==> src/rtl/shared_tlb_miss_arbiter.sv <==
// Arbitrates ITLB/DTLB misses onto the shared TLB and PTW, one miss in flight.
// Define SHARED_TLB_PERF_EN to build the shared-TLB hit/miss performance counters.
module shared_tlb_miss_arbiter #(
  parameter int unsigned VPN_W      = 27,
  parameter int unsigned PPN_W      = 44,
  parameter int unsigned ASID_W     = 16,
  parameter int unsigned STARVE_LIM = 4
) (
  input  logic              clk_i,
  input  logic              rst_ni,
  input  logic              flush_i,
  input  logic [ASID_W-1:0] asid_i,
  input  logic              itlb_req_i,
  input  logic [VPN_W-1:0]  itlb_vpn_i,
  output logic              itlb_gnt_o,
  input  logic              dtlb_req_i,
  input  logic [VPN_W-1:0]  dtlb_vpn_i,
  output logic              dtlb_gnt_o,
  output logic              resp_valid_o,
  output logic              resp_is_dtlb_o,
  output logic [PPN_W-1:0]  resp_ppn_o,
  output logic              resp_err_o,
  output logic              stlb_lookup_o,
  output logic [VPN_W-1:0]  stlb_vpn_o,
  output logic [ASID_W-1:0] stlb_asid_o,
  input  logic              stlb_hit_i,
  input  logic [PPN_W-1:0]  stlb_ppn_i,
  output logic              stlb_fill_o,
  output logic [PPN_W-1:0]  stlb_fill_ppn_o,
  output logic              ptw_req_o,
  output logic [VPN_W-1:0]  ptw_vpn_o,
  input  logic              ptw_ready_i,
  input  logic              ptw_done_i,
  input  logic [PPN_W-1:0]  ptw_ppn_i,
  input  logic              ptw_err_i,
  output logic              busy_o,
  output logic [31:0]       perf_hit_cnt_o,
  output logic [31:0]       perf_miss_cnt_o
);

  localparam int unsigned SW = $clog2(STARVE_LIM + 1);

  typedef enum logic [2:0] {
    StIdle, StLookup, StCheck, StWalkReq, StWalkWait, StResp, StDrain
  } state_e;

  state_e             state_q;
  logic [VPN_W-1:0]   vpn_q;
  logic [ASID_W-1:0]  asid_q;
  logic               owner_q;
  logic [PPN_W-1:0]   ppn_q;
  logic               err_q;
  logic [SW-1:0]      starve_q;
  logic               itlb_force;
  logic               idle_ok;

  assign idle_ok    = (state_q == StIdle) && !flush_i;
  assign itlb_force = (starve_q == SW'(STARVE_LIM));
  assign itlb_gnt_o = idle_ok && itlb_req_i && (!dtlb_req_i || itlb_force);
  assign dtlb_gnt_o = idle_ok && dtlb_req_i && !(itlb_req_i && itlb_force);

  assign busy_o          = (state_q != StIdle);
  assign stlb_lookup_o   = (state_q == StLookup);
  assign ptw_req_o       = (state_q == StWalkReq);
  assign resp_valid_o    = (state_q == StResp) && !flush_i;
  assign resp_is_dtlb_o  = owner_q;
  assign resp_ppn_o      = ppn_q;
  assign resp_err_o      = err_q;
  assign stlb_vpn_o      = vpn_q;
  assign stlb_asid_o     = asid_q;
  assign ptw_vpn_o       = vpn_q;
  // Fill lands in the ptw_done_i cycle so the shared TLB sees it before the response.
  assign stlb_fill_o     = (state_q == StWalkWait) && ptw_done_i && !ptw_err_i && !flush_i;
  assign stlb_fill_ppn_o = ptw_ppn_i;

  always_ff @(posedge clk_i or negedge rst_ni) begin
    if (!rst_ni) begin
      starve_q <= '0;
    end else if (!itlb_req_i || itlb_gnt_o) begin
      starve_q <= '0;
    end else if (dtlb_gnt_o && !itlb_force) begin
      starve_q <= starve_q + 1'b1;
    end
  end

  always_ff @(posedge clk_i or negedge rst_ni) begin
    if (!rst_ni) begin
      state_q <= StIdle;
      vpn_q   <= '0;
      asid_q  <= '0;
      owner_q <= 1'b0;
      ppn_q   <= '0;
      err_q   <= 1'b0;
    end else begin
      unique case (state_q)
        StIdle: begin
          if (itlb_gnt_o || dtlb_gnt_o) begin
            vpn_q   <= dtlb_gnt_o ? dtlb_vpn_i : itlb_vpn_i;
            owner_q <= dtlb_gnt_o;
            asid_q  <= asid_i;
            state_q <= StLookup;
          end
        end
        StLookup: state_q <= flush_i ? StIdle : StCheck;
        StCheck: begin
          if (flush_i) begin
            state_q <= StIdle;
          end else if (stlb_hit_i) begin
            ppn_q   <= stlb_ppn_i;
            err_q   <= 1'b0;
            state_q <= StResp;
          end else begin
            state_q <= StWalkReq;
          end
        end
        StWalkReq: begin
          if (ptw_ready_i) begin
            state_q <= flush_i ? StDrain : StWalkWait;
          end else if (flush_i) begin
            state_q <= StIdle;
          end
        end
        StWalkWait: begin
          // A flush coinciding with completion has nothing left to drain.
          if (ptw_done_i) begin
            if (flush_i) begin
              state_q <= StIdle;
            end else begin
              ppn_q   <= ptw_ppn_i;
              err_q   <= ptw_err_i;
              state_q <= StResp;
            end
          end else if (flush_i) begin
            state_q <= StDrain;
          end
        end
        StResp:  state_q <= StIdle;
        StDrain: if (ptw_done_i) state_q <= StIdle;
        default: state_q <= StIdle;
      endcase
    end
  end

`ifdef SHARED_TLB_PERF_EN
  logic [31:0] hit_cnt_q, miss_cnt_q;

  always_ff @(posedge clk_i or negedge rst_ni) begin
    if (!rst_ni) begin
      hit_cnt_q  <= '0;
      miss_cnt_q <= '0;
    end else if (state_q == StCheck) begin
      if (stlb_hit_i && hit_cnt_q != 32'hFFFF_FFFF) begin
        hit_cnt_q <= hit_cnt_q + 32'd1;
      end else if (!stlb_hit_i && miss_cnt_q != 32'hFFFF_FFFF) begin
        miss_cnt_q <= miss_cnt_q + 32'd1;
      end
    end
  end

  assign perf_hit_cnt_o  = hit_cnt_q;
  assign perf_miss_cnt_o = miss_cnt_q;
`else
  assign perf_hit_cnt_o  = '0;
  assign perf_miss_cnt_o = '0;
`endif

endmodule
==> config.mk <==
export PLATFORM = sky130hd
export DESIGN_NAME = shared_tlb_miss_arbiter
export DESIGN_NICKNAME = d
export VERILOG_FILES = /design/src/rtl/shared_tlb_miss_arbiter.sv
export SDC_FILE = /design/constraint.sdc
export NUM_CORES = 1
export LEC_CHECK = 0
export ABC_AREA = 0
export CAP_MARGIN = 20
export CORE_AREA = 5 5 150 152
export CTS_CLUSTER_DIAMETER = 100
export DETAILED_ROUTE_END_ITERATION = 16
export DIE_AREA = 0 0 155 157
export SLEW_MARGIN = 0
export SYNTH_ARGS = -nofsm -noshare
export SYNTH_HDL_FRONTEND = slang
export SYNTH_SLANG_ARGS = --single-unit
==> constraint.sdc <==
create_clock -name clk_i -period 5.7 [get_ports clk_i]
set_clock_uncertainty 0.2 [all_clocks]
set_input_delay 1.14 -clock clk_i [delete_from_list [all_inputs] [get_ports clk_i]]
set_output_delay 1.14 -clock clk_i [all_outputs]
set_load 0.01 [all_outputs]
==> results.py, run 1 <==
metrics = {
    "die": {
        "dieHeight_um": 157,
        "die_area_um2": 24340,
        "ios": 398,
        "core_um2": 20890,
        "die_x_um": 155,
        "rows": 53,
        "start_util": 0.2639,
    },
    "cells_and_area": {
        "drive_gt1_frac": 0.05348,
        "utilization": 0.4114,
        "antenna_cells": 0,
        "area_delta_synth_final_pct": 55.88,
        "nFillCells": 2115,
        "final_net_count": 968,
    },
    "power": {
        "power.density_nw_per_um2": 440.4,
        "p_int_mw": 2.444,
        "p_sw_frac": 0.3542,
        "p_comb_frac": 0.521,
        "power_frac_seq": 0.326,
        "total_power_mw": 3.785,
        "clock_power_share": 0.153,
        "p_switching_mw": 1.340,
        "static-leakage-power_nw": 3.547,
        "ir_drop_mv": 0.2111,
    },
    "critical_path": {
        "arrival_ns": 3.12,
        "path_max_fanout": 13,
        "cp.required_ns": 4.36,
        "rr_worst_depth": 5,
        "criticalPathCategory": "in -> out",
        "crit_path_end_kind": "output pin",
        "crit_path_start_kind": "input port",
    },
    "synthesis": {
        "yosysTopAreaCellShare": 0.4312,
        "async_flop_share": 1.000,
        "synthMostInstantiatedCell": "buf_4",
        "synth_common_cells": "138 x buf_4, 95 x dfrtp_1, 71 x mux2i_1, 48 x nor2_1, 46 x a21oi_1",
        "ys_seq_elements": 95,
        "yosysTopAreaCell": "dfrtp_1",
        "synth.distinct_cells": 44,
        "yosys-top-cells-area": "dfrtp_1 43%, buf_4 19%, mux2i_1 13%",
        "syn_inst": 548,
        "avgSynthCellArea_um2": 10.06,
        "synthFlopType": "dfrtp_1",
        "yosysWarnings": 0,
        "seq_area_frac_synth": 0.4312,
        "synth_edf_count": 0,
        "synth_area_um2": 5513,
    },
    "grt": {
        "antenna_found_initial": 1,
        "grt_max_degree": 91,
        "grtUsageTotal": 0.1346,
        "grt.busiest_layer": "met2",
        "use_met1": 0.1629,
        "grt_pass1_vias": 4379,
        "grt_pass1_wl_mm": 25.40,
        "use_met3": 0.04977,
        "grt_util_met2": 0.2245,
        "grt_overflow": 0,
    },
    "clock_network": {
        "insertion_delay_ns": 0.34,
        "cts-htree-levels": 3,
        "clock-sinks": 95,
        "clk_pin_slew_ns": 0.07,
        "cts_setup_buffers": 0,
        "cts_buffer_depth": 2,
        "ctsHoldBuffers": 0,
        "cts_tree": "built",
        "root_buffer": "clkbuf_16",
        "post_cts_resized": 0,
        "cts-buffers-inserted": 9,
    },
    "detailed_routing": {
        "first_iter_violations": 86,
        "vias": 4432,
        "wl_per_cell_um": 16.31,
        "dr.pass1.iters": 4,
        "totalWireLength_mm": 17.60,
        "drc": 0,
        "ant_nets": 0,
        "via_per_inst": 4.108,
    },
    "timing": {
        "fin_crit_ns": 4.465,
        "slew_viol_final": 0,
        "final-hold-violation-count": 0,
        "tightest_slew_ns": 0.8544,
        "rsz0062_at_grt": "no",
        "fmax_mhz": 224.0,
        "setup_ws_ns": 1.235,
        "timing.setup.tns_ns": 0,
        "holdWs_ns": 0.2911,
        "fin_crit_sh": 0.7833,
        "slew_headroom": 0.4304,
        "setup_viol": 0,
    },
    "min_path": {
        "hold_depth": 1,
        "min_path_type": "reg -> reg",
    },
    "place": {
        "portBuffers": 333,
        "dp.final_hpwl_mm": 14.01,
        "gp_congestion": 0.7924,
        "dp_slack_ns": 1.205,
    },
    "outcome": {
        "status": "finished clean",
    },
    "flow_run": {
        "drv_cap": 0,
    },
}
-- cells by family after synthesis --
| kind of cell | after synthesis | share of synthesized area |
|---|---|---|
| compound gates | 95 | 0.09623 |
| fa+ha+maj | 2 | 0.004539 |
| buf+inv | 168 | 0.2179 |
| flops | 95 | 0.4312 |
| mux | 87 | 0.1684 |
| other cells | 1 | 0.0006802 |
| simple gates | 100 | 0.08103 |
-- per-stage QoR --
step / std cells / cell area [um2]
2_1_floorplan: 611 / 5749
3_3_place_gp: 1063 / 8310
3_5_place_dp: 1063 / 8310
4_1_cts: 1079 / 8593
5_1_grt: 1079 / 8593
6_report: 1079 / 8593
-- final timing paths --
kind	start	end	slack [ns]
hold reg to reg	stlb_asid_o[14]$_DFFE_PN0P_	stlb_asid_o[14]$_DFFE_PN0P_	0.29
setup / recovery	flush_i	dtlb_gnt_o	1.24
hold / removal	stlb_asid_o[14]$_DFFE_PN0P_	stlb_asid_o[14]$_DFFE_PN0P_	0.29
max in group asynchronous	rst_ni	resp_ppn_o[43]$_DFFE_PN0P_	3.57
setup reg to reg	state_q[2]$_DFFE_PN0P_	resp_ppn_o[34]$_DFFE_PN0P_	3.20
min in group asynchronous	rst_ni	resp_ppn_o[1]$_DFFE_PN0P_	0.63
-- routing by layer --
layer	wire length (um)	vias up
met5	13	-
met4	204	2
met3	1782	11
met2	8604	238
met1	6992	2015
li1	-	2166
-- placed cells by master, fill, tap and decap left out, types with 3 or more instances in the layout --
cell type	instances
conb_1	64
mux2i_1	71
dfrtp_1	95
mux2_1	5
o21ai_0	31
nor2_1	48
nand3b_1	3
inv_1	6
nand3_1	3
nand2_1	29
a21oi_1	46
nor3b_1	3
clkdlybuf4s50_1	332
clkbuf_16	9
nor3_1	4
mux2_4	10
buf_4	7
-- power by group through the flow --
| stage | logic [mW] | clock network (mW) | registers [mW] |
|---|---|---|---|
| 3_3_place_gp | 2.00 | 0 | 1.24 |
| 6_report | 1.97 | 0.580 | 1.23 |
| 3_5_place_dp | 2.00 | 0 | 1.24 |
| 2_1_floorplan | 0.894 | 0 | 1.35 |
| 5_1_grt | 2.13 | 0.636 | 1.28 |
| 4_1_cts | 2.01 | 0.610 | 1.24 |
-- layout make-up --
cell class / instances / area (um2) / area share
clock buffer: 10 / 239.0 / 0.02781
clock inverter: 6 / 43.79 / 0.005096
inverter: 6 / 22.52 / 0.002621
multi-input combinational: 348 / 2191 / 0.2550
sequential: 95 / 2377 / 0.2766
tap: 275 / 344.1 / 0.04004
timing repair buffer: 339 / 3376 / 0.3928
-- state kept, by name, indices dropped and copies added, names as in the netlist --
signal / flops
state_q: 3
starve_q: 3
resp_err_o: 1
ptw_vpn_o: 27
resp_ppn_o: 44
stlb_asid_o: 16
resp_is_dtlb_o: 1
-- critical path, stage by stage --
cell and delay, ns:
clkdlybuf4s50_1 0.39, buf_4 0.18, or4_4 0.52, nor2_1 0.28, clkdlybuf4s50_1 0.60
No activity file was read; power rests on OpenSTA's default activity.
==> run 2, diff against run 1 <==
--- a/config.mk
+++ b/config.mk
@@ -11,6 +11,7 @@
 export CTS_CLUSTER_DIAMETER = 100
 export DETAILED_ROUTE_END_ITERATION = 16
 export DIE_AREA = 0 0 155 157
+export PLACE_DENSITY = 0.67
 export SLEW_MARGIN = 0
 export SYNTH_ARGS = -nofsm -noshare
 export SYNTH_HDL_FRONTEND = slang
==> constraint.sdc (replaced) <==
create_clock -name clk_i -period 4.1 [get_ports clk_i]
set_clock_uncertainty 0.2 [all_clocks]
set_input_delay 0.82 -clock clk_i [delete_from_list [all_inputs] [get_ports clk_i]]
set_output_delay 0.82 -clock clk_i [all_outputs]
set_load 0.01 [all_outputs]
==> run 2 against run 1 <==
Against the previous run: global-route usage shrank 0.094 points; total power is 41% higher; final cell count rose by 0.37%; non-clock buffer count grew 4; highest routed layer is now met4.
==> results.py, run 2 (synthesized netlist as in run 1, its figures left out) <==
metrics = {
    "detailed_routing": {
        "drc": 0,
        "dr.pass1.iters": 4,
        "wl_per_cell_um": 15.89,
        "totalWireLength_mm": 17.21,
        "via_per_inst": 4.113,
        "ant_nets": 0,
        "vias": 4454,
        "first_iter_violations": 89,
    },
    "die": {
        "core_um2": 20890,
        "rows": 53,
        "die_x_um": 155,
        "die_area_um2": 24340,
        "ios": 398,
        "dieHeight_um": 157,
        "start_util": 0.2639,
    },
    "timing": {
        "rsz0062_at_grt": "no",
        "setup_viol": 0,
        "slew_viol_final": 0,
        "timing.setup.tns_ns": 0,
        "fin_crit_ns": 3.647,
        "tightest_slew_ns": 0.7856,
        "final-hold-violation-count": 0,
        "fmax_mhz": 274.2,
        "fin_crit_sh": 0.8895,
        "slew_headroom": 0.4763,
    },
    "flow_run": {
        "drv_cap": 0,
    },
    "place": {
        "gp_congestion": 0.7584,
        "dp.final_hpwl_mm": 13.97,
        "portBuffers": 333,
    },
    "cells_and_area": {
        "antenna_cells": 0,
        "area_delta_synth_final_pct": 57.13,
        "utilization": 0.4147,
        "final_common_cell": "clkdlybuf4s50_1",
        "drive_gt1_frac": 0.05693,
        "largest_reg_flops": 44,
        "mostFrequentLayoutCells": "332 x clkdlybuf4s50_1, 95 x dfrtp_1, 71 x mux2i_1",
        "final_net_count": 972,
    },
    "critical_path": {
        "crit_path_frequent_cell": "clkdlybuf4s50_1",
        "arrival_ns": 2.63,
        "slowest_delay_ns": 0.60,
        "critical_path.cell_chain": "clkdlybuf4s50_1 -> or4_4 -> nor2_1 -> clkdlybuf4s50_1",
        "criticalPathCategory": "in -> out",
        "crit_path_start_kind": "input port",
        "path_max_fanout": 4,
        "slowest_stage": "clkdlybuf4s50_1",
        "cp_top_family": "buffers and inverters",
        "cp.required_ns": 3.08,
        "crit_path_end_kind": "output pin",
        "critPathBufInv": 2,
    },
    "clock_network": {
        "clock-sinks": 95,
        "cts-buffers-inserted": 9,
        "cts_setup_buffers": 0,
        "clk_pin_slew_ns": 0.07,
        "ctsHoldBuffers": 0,
        "cts_buffer_depth": 2,
        "insertion_delay_ns": 0.35,
        "root_buffer": "clkbuf_16",
        "cts_tree": "built",
        "post_cts_resized": 0,
        "cts-htree-levels": 3,
    },
    "grt": {
        "grt_overflow": 0,
        "grt_max_degree": 71,
        "antenna_found_initial": 0,
        "grt_pass1_wl_mm": 25.70,
        "grt_pass1_vias": 4664,
        "grtUsageTotal": 0.1336,
    },
    "power": {
        "power.density_nw_per_um2": 614.4,
        "static-leakage-power_nw": 3.575,
        "ir_drop_mv": 0.3040,
        "total_power_mw": 5.322,
    },
    "outcome": {
        "status": "finished clean",
    },
    "min_path": {
        "min_path_type": "in -> async",
    },
}
run 2: power by group:
group / switching [mW] / internal [mW]
Combinational: 1.15 / 1.59
Clock: 0.383 / 0.477
Sequential: 0.326 / 1.39
run 2: final cells by class:
type,count,area (um2)
clock inverter,6,67.56
multi-input combinational,348,2191
clock buffer,10,229.0
inverter,6,22.52
tap,275,344.1
sequential,95,2377
timing repair buffer,343,3431
fill,2091,12230
run 2: worst paths after layout:
kind	slack [ns]	endpoint	start	depth (start not counted)
max in group asynchronous	2.71	resp_ppn_o[1]$_DFFE_PN0P_	rst_ni	2
min	0.27	ptw_vpn_o[18]$_DFFE_PN0P_	rst_ni	1
min in group clk_i	0.30	stlb_asid_o[15]$_DFFE_PN0P_	stlb_asid_o[15]$_DFFE_PN0P_	1
max	0.45	dtlb_gnt_o	flush_i	4
min reg2reg	0.30	stlb_asid_o[15]$_DFFE_PN0P_	stlb_asid_o[15]$_DFFE_PN0P_	1
max reg2reg	1.61	resp_ppn_o[11]$_DFFE_PN0P_	state_q[2]$_DFFE_PN0P_	5
run 2: through the flow:
step	cells	instance area (um2)	worst slack, ns	hold WS [ns]
4_1_cts	1083	8662	0.4010	0.2785
2_1_floorplan	611	5749	1.547	0.3184
5_1_grt	1083	8662	0.3532	0.3054
3_3_place_gp	1067	8366	0.3930	0.2735
6_report	1083	8662	0.4531	0.2693
3_5_place_dp	1067	8366	0.4200	0.2844
run 2: routing by layer:
layer	GRT usage	vias up	part of all wire
li1	-	2174	-
met5	0	-	0
met4	0.03953	0	0.012
met3	0.04262	10	0.096
met1	0.1564	2027	0.39
met2	0.2348	243	0.51
